<file path="src/rtl/reg_dumper_if.sv">
// Clock and reset bundle shared by the register dumper and its surroundings.
interface reg_dumper_if;
    logic clk;
    logic reset;

    modport dut (input clk, input reset);
endinterface

</file>
<file path="src/rtl/reg_dumper.sv">
// Streams a wrapping range of register-file words out as valid/ready beats with a running checksum.
// Latency: start -> first beat valid in 2 cycles; one beat per 2 cycles at full rate; done 1 cycle after last accept.
// Backpressure: a beat holds out_data/out_idx/out_last and the checksum until out_ready; busy stalls CPU writes.
module reg_dumper #(
    parameter int CHK_ADD = 0
) (
    reg_dumper_if.dut   ctrl_bus,
    input  logic        start,
    input  logic [4:0]  first_reg,
    input  logic [4:0]  last_reg,
    output logic [4:0]  rd_addr,
    input  logic [31:0] rd_data,
    output logic        out_valid,
    input  logic        out_ready,
    output logic [31:0] out_data,
    output logic [4:0]  out_idx,
    output logic        out_last,
    output logic        busy,
    output logic        done,
    output logic [31:0] checksum
);

    localparam logic [1:0] IDLE    = 2'd0;
    localparam logic [1:0] CAPTURE = 2'd1;
    localparam logic [1:0] SEND    = 2'd2;
    localparam logic [1:0] DONE    = 2'd3;

    logic [1:0]  state;
    logic [4:0]  idx;
    logic [4:0]  last_q;
    logic [31:0] chk_next;

    assign chk_next = (CHK_ADD != 0) ? (checksum + out_data) : (checksum ^ out_data);

    // The read port is parked at 0 outside CAPTURE so the regfile sees a quiet address.
    assign rd_addr   = (state == CAPTURE) ? idx : 5'd0;
    assign out_valid = (state == SEND);
    assign out_last  = (state == SEND) && (out_idx == last_q);
    assign busy      = (state != IDLE);
    assign done      = (state == DONE);

    always_ff @(posedge ctrl_bus.clk) begin
        if (ctrl_bus.reset) begin
            state    <= IDLE;
            idx      <= 5'd0;
            last_q   <= 5'd0;
            out_data <= 32'd0;
            out_idx  <= 5'd0;
            checksum <= 32'd0;
        end else begin
            case (state)
                IDLE: begin
                    if (start) begin
                        idx      <= first_reg;
                        last_q   <= last_reg;
                        checksum <= 32'd0;
                        state    <= CAPTURE;
                    end
                end
                CAPTURE: begin
                    out_data <= rd_data;
                    out_idx  <= idx;
                    state    <= SEND;
                end
                SEND: begin
                    if (out_ready) begin
                        checksum <= chk_next;
                        if (idx == last_q) begin
                            state <= DONE;
                        end else begin
                            // 5-bit increment wraps 31 -> 0 for ranges that cross the top.
                            idx   <= idx + 5'd1;
                            state <= CAPTURE;
                        end
                    end
                end
                DONE: begin
                    state <= IDLE;
                end
                default: begin
                    state <= IDLE;
                end
            endcase
        end
    end

endmodule

</file>
<file path="src/flat_wrapper.sv">
// flat-port wrapper written by rule: the top's interface ports become plain ports
module reg_dumper_flat 
#(
    parameter int CHK_ADD = 0
)
  (start, first_reg, last_reg, rd_addr, rd_data, out_valid, out_ready, out_data, out_idx, out_last, busy, done, checksum, ctrl_bus_clk, ctrl_bus_reset);
  reg_dumper_if ctrl_bus_i ();
  input  logic start;
  input  logic [4:0] first_reg;
  input  logic [4:0] last_reg;
  output logic [4:0] rd_addr;
  input  logic [31:0] rd_data;
  output logic out_valid;
  input  logic out_ready;
  output logic [31:0] out_data;
  output logic [4:0] out_idx;
  output logic out_last;
  output logic busy;
  output logic done;
  output logic [31:0] checksum;
  input wire logic [$bits(ctrl_bus_i.clk)-1:0] ctrl_bus_clk;
  input wire logic [$bits(ctrl_bus_i.reset)-1:0] ctrl_bus_reset;
  assign ctrl_bus_i.clk = ctrl_bus_clk;
  assign ctrl_bus_i.reset = ctrl_bus_reset;
  reg_dumper #(.CHK_ADD(CHK_ADD)) u_core (.ctrl_bus(ctrl_bus_i), .start(start), .first_reg(first_reg), .last_reg(last_reg), .rd_addr(rd_addr), .rd_data(rd_data), .out_valid(out_valid), .out_ready(out_ready), .out_data(out_data), .out_idx(out_idx), .out_last(out_last), .busy(busy), .done(done), .checksum(checksum));
endmodule
</file>
<file path="config.mk">
export PLATFORM = sky130hd
export DESIGN_NAME = reg_dumper_flat
export DESIGN_NICKNAME = d
export VERILOG_FILES = /design/src/rtl/reg_dumper_if.sv /design/src/rtl/reg_dumper.sv /design/src/flat_wrapper.sv
export SDC_FILE = /design/constraint.sdc
export NUM_CORES = 1
export LEC_CHECK = 0
export BUFFER_PORTS_ARGS = -buffer_cell sky130_fd_sc_hd__buf_2
export CORE_UTILIZATION = 48
export CTS_CLUSTER_DIAMETER = 120
export DETAILED_ROUTE_END_ITERATION = 7
export PLACE_DENSITY = 0.83
export SKIP_LAST_GASP = 1
export SYNTH_ARGS = -nofsm -noshare
export SYNTH_HDL_FRONTEND = slang
export SYNTH_SLANG_ARGS = --single-unit
</file>
<file path="constraint.sdc">
create_clock -name ctrl_bus_clk -period 1.95 [get_ports ctrl_bus_clk]
set_input_delay 0.39 -clock ctrl_bus_clk [delete_from_list [all_inputs] [get_ports ctrl_bus_clk]]
set_output_delay 0.39 -clock ctrl_bus_clk [all_outputs]
set_load 0.01 [all_outputs]
</file>
=== Word-level counts from Yosys, hierarchy flattened ===
Index checks and enable logic that the tools add are counted.
W data, S select, Z words.

* Output and inout port bits: 78
* Word-level logic and storage cells: 36
* Flip-flop bits (word level): 81
* Input bits: 46

* Reductions and logical operators: 8
* Bitwise gates (word level): 1
* Mux-type cells: 12
* Eq/ne operators: 8
* $add $sub $neg: 1

{| class="wikitable"
|+ Operators with widths
! operator !! number
|-
| $mux W32 || 2
|-
| $pmux W32 S2 || 1
|-
| $xor A32 B32 Y32 || 1
|-
| $mux W5 || 4
|-
| $eq A5 B5 Y1 || 2
|-
| $pmux W5 S2 || 1
|-
| $pmux W2 S4 || 1
|-
| $mux W2 || 3
|-
| $add A5 B1 Y5 const B || 1
|-
| $eq A2 B2 Y1 const B || 2
|-
| $ne A2 B2 Y1 const B || 2
|-
| $reduce_and A2 Y1 || 2
|-
| $reduce_and A4 Y1 || 1
|-
| $reduce_bool A2 Y1 || 2
|-
| $reduce_and A3 Y1 || 1
|-
| $eq A2 B1 Y1 const B || 1
|-
| $logic_not A2 Y1 || 1
|-
| $ne A2 B1 Y1 const B || 1
|-
| $logic_and A1 B1 Y1 || 1
|}

=== Logic depth before layout (Yosys ltp) ===
* Depth in word-level cells: 4
* Mapped depth: 6
* Depth with buffers taken out: 6

=== Worst setup path before layout ===
Ideal clock, no wire load.

* Path type: flip-flop to flip-flop
* Start: reg u_core.state[1]
* End: reg u_core.checksum[0]
* Data required time: 1836 ps
* Setup time: 114 ps
* Cell stages (with the launch flop): 7
* Buffers on the path: 2
* Setup slack: 385 ps
* Arrival time: 1451 ps
* Period minus slack after synthesis: 1565 ps
* Cell sequence: dfxtp_1 > or2_2 > nor2_2 > or2_2 > clkbuf_1 > buf_4 > nor2_1

* Cells in the longest elaborated chain, start to end: 3
* Elaborated cells on any way between the ends: 7
* Classes of those cells: eq/ne: 3; mux: 1; reduce/logical: 3

{| class="wikitable"
|+ Ends and longest elaborated chain
! item !! RTL line !! source
|-
| from (decl) || reg_dumper.sv:28 || <nowiki>logic [1:0] state;</nowiki>
|-
| from (signal assigned) || reg_dumper.sv:44 || <nowiki>state <= IDLE;</nowiki>
|-
| from (signal assigned) || reg_dumper.sv:57 || <nowiki>state <= CAPTURE;</nowiki>
|-
| from (signal assigned) || reg_dumper.sv:63 || <nowiki>state <= SEND;</nowiki>
|-
| $eq A2 B2 Y1 or $logic_not A2 Y1 (tied branches) || reg_dumper.sv:51 || <nowiki>case (state)</nowiki>
|-
| $ne A2 B1 Y1 (no line), or another cell as far along || n/a ||
|-
| $reduce_and A3 Y1 (no line) || n/a ||
|-
| to (signal assigned) || reg_dumper.sv:67 || <nowiki>checksum <= chk_next;</nowiki>
|-
| to (decl) || reg_dumper.sv:20 || <nowiki>output logic [31:0] checksum</nowiki>
|}

Parallel ways exist; a longest one is shown, timed or not.
A chain may end at the register's enable or synchronous reset.

=== Final worst setup path ===
* Start: reg u_core.state[0]
* End: out out_last

* Cells in the longest elaborated chain, start to end: 2

{| class="wikitable"
|+ Ends and longest elaborated chain
! item !! RTL line !! source
|-
| $eq A2 B2 Y1 || reg_dumper.sv:38 || <nowiki>assign out_last = (state == SEND) && (out_idx == last_q);</nowiki>
|-
| $logic_and A1 B1 Y1 || reg_dumper.sv:38 ||
|-
| to (decl) || flat_wrapper.sv:17 || <nowiki>output logic out_last;</nowiki>
|}

Every way passes these cells.

==> impl_metrics.py <==
metrics = {
    "global_routing": {
        "grt_pass1_vias": 2697,
        "grt_max_degree": 33,
        "track_usage_pct": 22.1,
        "antenna_found_initial": 0,
        "grt-ovfl-total": 0,
        "grt_first_pass_wirelength_um": 12400,
    },
    "synthesis": {
        "synthCells": 389,
        "yosysSeqAreaShare_pct": 50.8,
        "ys_seq_elements": 81,
        "synth_async_sr_flop_share_pct": 0,
        "yosys-top-cells-area": "dfxtp_1 51%, nand2_1 13%, xor2_1 9.3%",
        "yosys_warnings": 0,
        "synth_flop_cell": "dfxtp_1",
        "synth_area_um2": 3190,
        "yosysTopAreaCellShare_pct": 50.8,
        "synth-edff-count": 0,
        "synthDistinctLibCells": 30,
        "syn-num-nets": 436,
        "syn_avg_cell_area_um2": 8.20,
        "synth_top_area_cell": "dfxtp_1",
    },
    "route": {
        "drc": 0,
        "avgRoutedWirePerCell_um": 12.6,
        "first_pass_iters": 4,
        "antenna_left": 0,
        "vias": 2913,
        "drt_iter0_drc": 75,
        "drt-total-wl_um": 7470,
        "vias_per_cell": 4.91,
    },
    "die": {
        "coreArea_um2": 6390,
        "dieArea_um2": 6970,
        "initial_core_util_pct": 49.9,
        "die-height_um": 83.5,
        "io_pins": 124,
        "die_w_um": 83.5,
        "row_count": 29,
    },
    "run_status": {
        "outcome": "finished clean",
    },
    "sta": {
        "setup_tns_ps": 0,
        "fin_crit_sh_pct": 92.8,
        "min_period_ps": 1810,
        "worst_pin_slew_ps": 514,
        "setup_ws_ps": 141,
        "max_clock_freq_ghz": 0.553,
        "hold_ws_ps": 291,
        "skew_ps": 9.26,
        "finalSetupViolations": 0,
        "relSlewSlack_pct": 65.7,
        "hold_viol": 0,
        "slew_viol_final": 0,
        "rsz0062_at_grt": "false",
    },
    "placed_design": {
        "gp_congestion": 0.854,
        "post-place-ws_ps": 241,
        "portBuffers": 123,
        "dpl.cell_count": 577,
        "dp_hpwl_um": 5230,
    },
    "setup_path": {
        "cp-start-kind": "flop",
        "path_delay_family": "simple AND/OR/NAND/NOR gates",
        "end_kind": "output port",
        "cp_slowest_cell": "dfxtp_1",
        "path_buf_inv": 2,
        "cp_cell_sequence": "nand2b_1 > buf_4 > nor3_1 > buf_2",
        "crit_required_ps": 1560,
        "path_class": "flop to output port",
        "crit_arrival_ps": 1420,
        "critPathMaxFanout": 11,
        "critPathMaxStageDelay_ps": 360,
    },
    "clock_network": {
        "clockBufferDepth": 2,
        "cts_buffers": 9,
        "root_buffer": "clkbuf_8",
        "htreeDepth": 3,
        "clk_latency_ps": 330,
        "cts.sinks": 81,
        "cts_tree": "built",
        "cts_resized": 0,
        "path_clk_slew_ps": 80,
        "cts_hold_buf": 0,
        "cts_setup_buffers": 0,
    },
    "job": {
        "maxCapViolations": 0,
    },
    "layout": {
        "fin_cells": 593,
        "fin_nets": 558,
        "drive_gt1_share_pct": 30.0,
        "syn2layout_area_growth_pct": 28.3,
        "n_antenna_cell": 0,
    },
    "power": {
        "vdd_drop_max_uv": 539,
        "finalPower_uw": 3530,
        "power_density_nw_per_um2": 862,
        "power.leakage_uw": 0.00193,
    },
    "worst_hold_path": {
        "holdCritPathClass": "primary input to flop",
    },
}
-- through the flow --
step                      area, µm²  util (%)
after floorplan                3190         -
after detailed placement       3890      60.9
after global routing           4090      64.1
after CTS                      4090      64.1
final                          4090      64.1
after global placement         3890      60.9
-- layout by cell type (no fill, tap or decap), types with 3 or more instances in the layout --
cell type / netlist / final
nand2b_1: 4 / 4
mux2i_1: 6 / 6
buf_2: 3 / 123
nor2_1: 43 / 42
a21oi_1: 41 / 41
xor2_1: 34 / 34
or4_1: 3 / 3
xnor2_1: 8 / 8
o21ai_0: 5 / 5
nor3_1: 4 / 4
buf_4: 3 / 12
nand2_1: 110 / 110
dfxtp_1: 81 / 81
clkbuf_8: 0 / 11
inv_1: 7 / 7
nand3_1: 3 / 3
-- layout make-up --
| cell class | count | area [µm²] |
|---|---|---|
| inverter | 7 | 26.3 |
| sequential | 81 | 1620 |
| timing repair buffer | 135 | 706 |
| clock buffer | 12 | 155 |
| multi-input combinational | 277 | 1440 |
| fill | 591 | 2290 |
| tap | 77 | 96.3 |
| clock inverter | 4 | 48.8 |
-- worst reg2reg max path, cell delays in order (launching register included) --
cell and delay [ps]:
dfxtp_1 400, mux2i_1 120, or2_0 390, or4_1 560
a21oi_1 120
-- flip-flops by register name, indices dropped and copies added, names as in the netlist --
name / cells
u_core.checksum: 32
u_core.out_data: 32
u_core.idx: 5
u_core.last_q: 5
u_core.out_idx: 5
u_core.state: 2
-- where the power goes --
group          leakage, µW  switching, µW  total (µW)  internal [µW]
registers         0.000658           70.4        1800           1730
logic              0.00116            278         485            207
clock network     0.000107            578        1240            664
-- cell families (layout without fill, tap and decap cells) --
kind of cell / after synthesis / in the layout / share of synthesized area (%)
and+or+nand+nor: 176 / 176 / 22.4
DFF: 81 / 81 / 50.8
AOI/OAI and AO/OA: 52 / 52 / 8.79
xor gates and xnor gates: 42 / 42 / 11.5
buffers and inverters: 31 / 158 / 4.12
muxes: 6 / 6 / 1.88
adders and majority gates: 1 / 1 / 0.392
-- layer usage --
layer	GRT usage (%)	wire length (µm)	part of all wire [%]	up-vias
met3	4.75	387	5.2	6
met5	0	0	0	-
met2	37.9	3800	51	89
li1	-	-	-	1478
met1	27.2	3230	43	1340
met4	8.47	55	0.74	0
-- final timing paths --
| path | endpoint | from | slack (ps) | depth (start not counted) |
|---|---|---|---|---|
| worst max-delay path | out_last | u_core.state[0] | 140 | 4 |
| worst min-delay path | u_core.out_data[7] | rd_data[7] | 290 | 3 |
| worst max register to register | u_core.idx[0] | u_core.state[1] | 280 | 4 |
| worst min register to register | u_core.out_data[26] | u_core.out_data[26] | 470 | 2 |
-- synthesized netlist by cell type (4+ instances only) --
| cell type | number |
|---|---|
| xnor2_1 | 8 |
| a21oi_1 | 41 |
| o21ai_0 | 5 |
| nor2_1 | 43 |
| nand2b_1 | 4 |
| buf_1 | 4 |
| clkbuf_1 | 14 |
| xor2_1 | 34 |
| dfxtp_1 | 81 |
| inv_1 | 7 |
| nand2_1 | 110 |
| mux2i_1 | 6 |
| nor3_1 | 4 |
No activity file was read; power rests on OpenSTA's default activity.
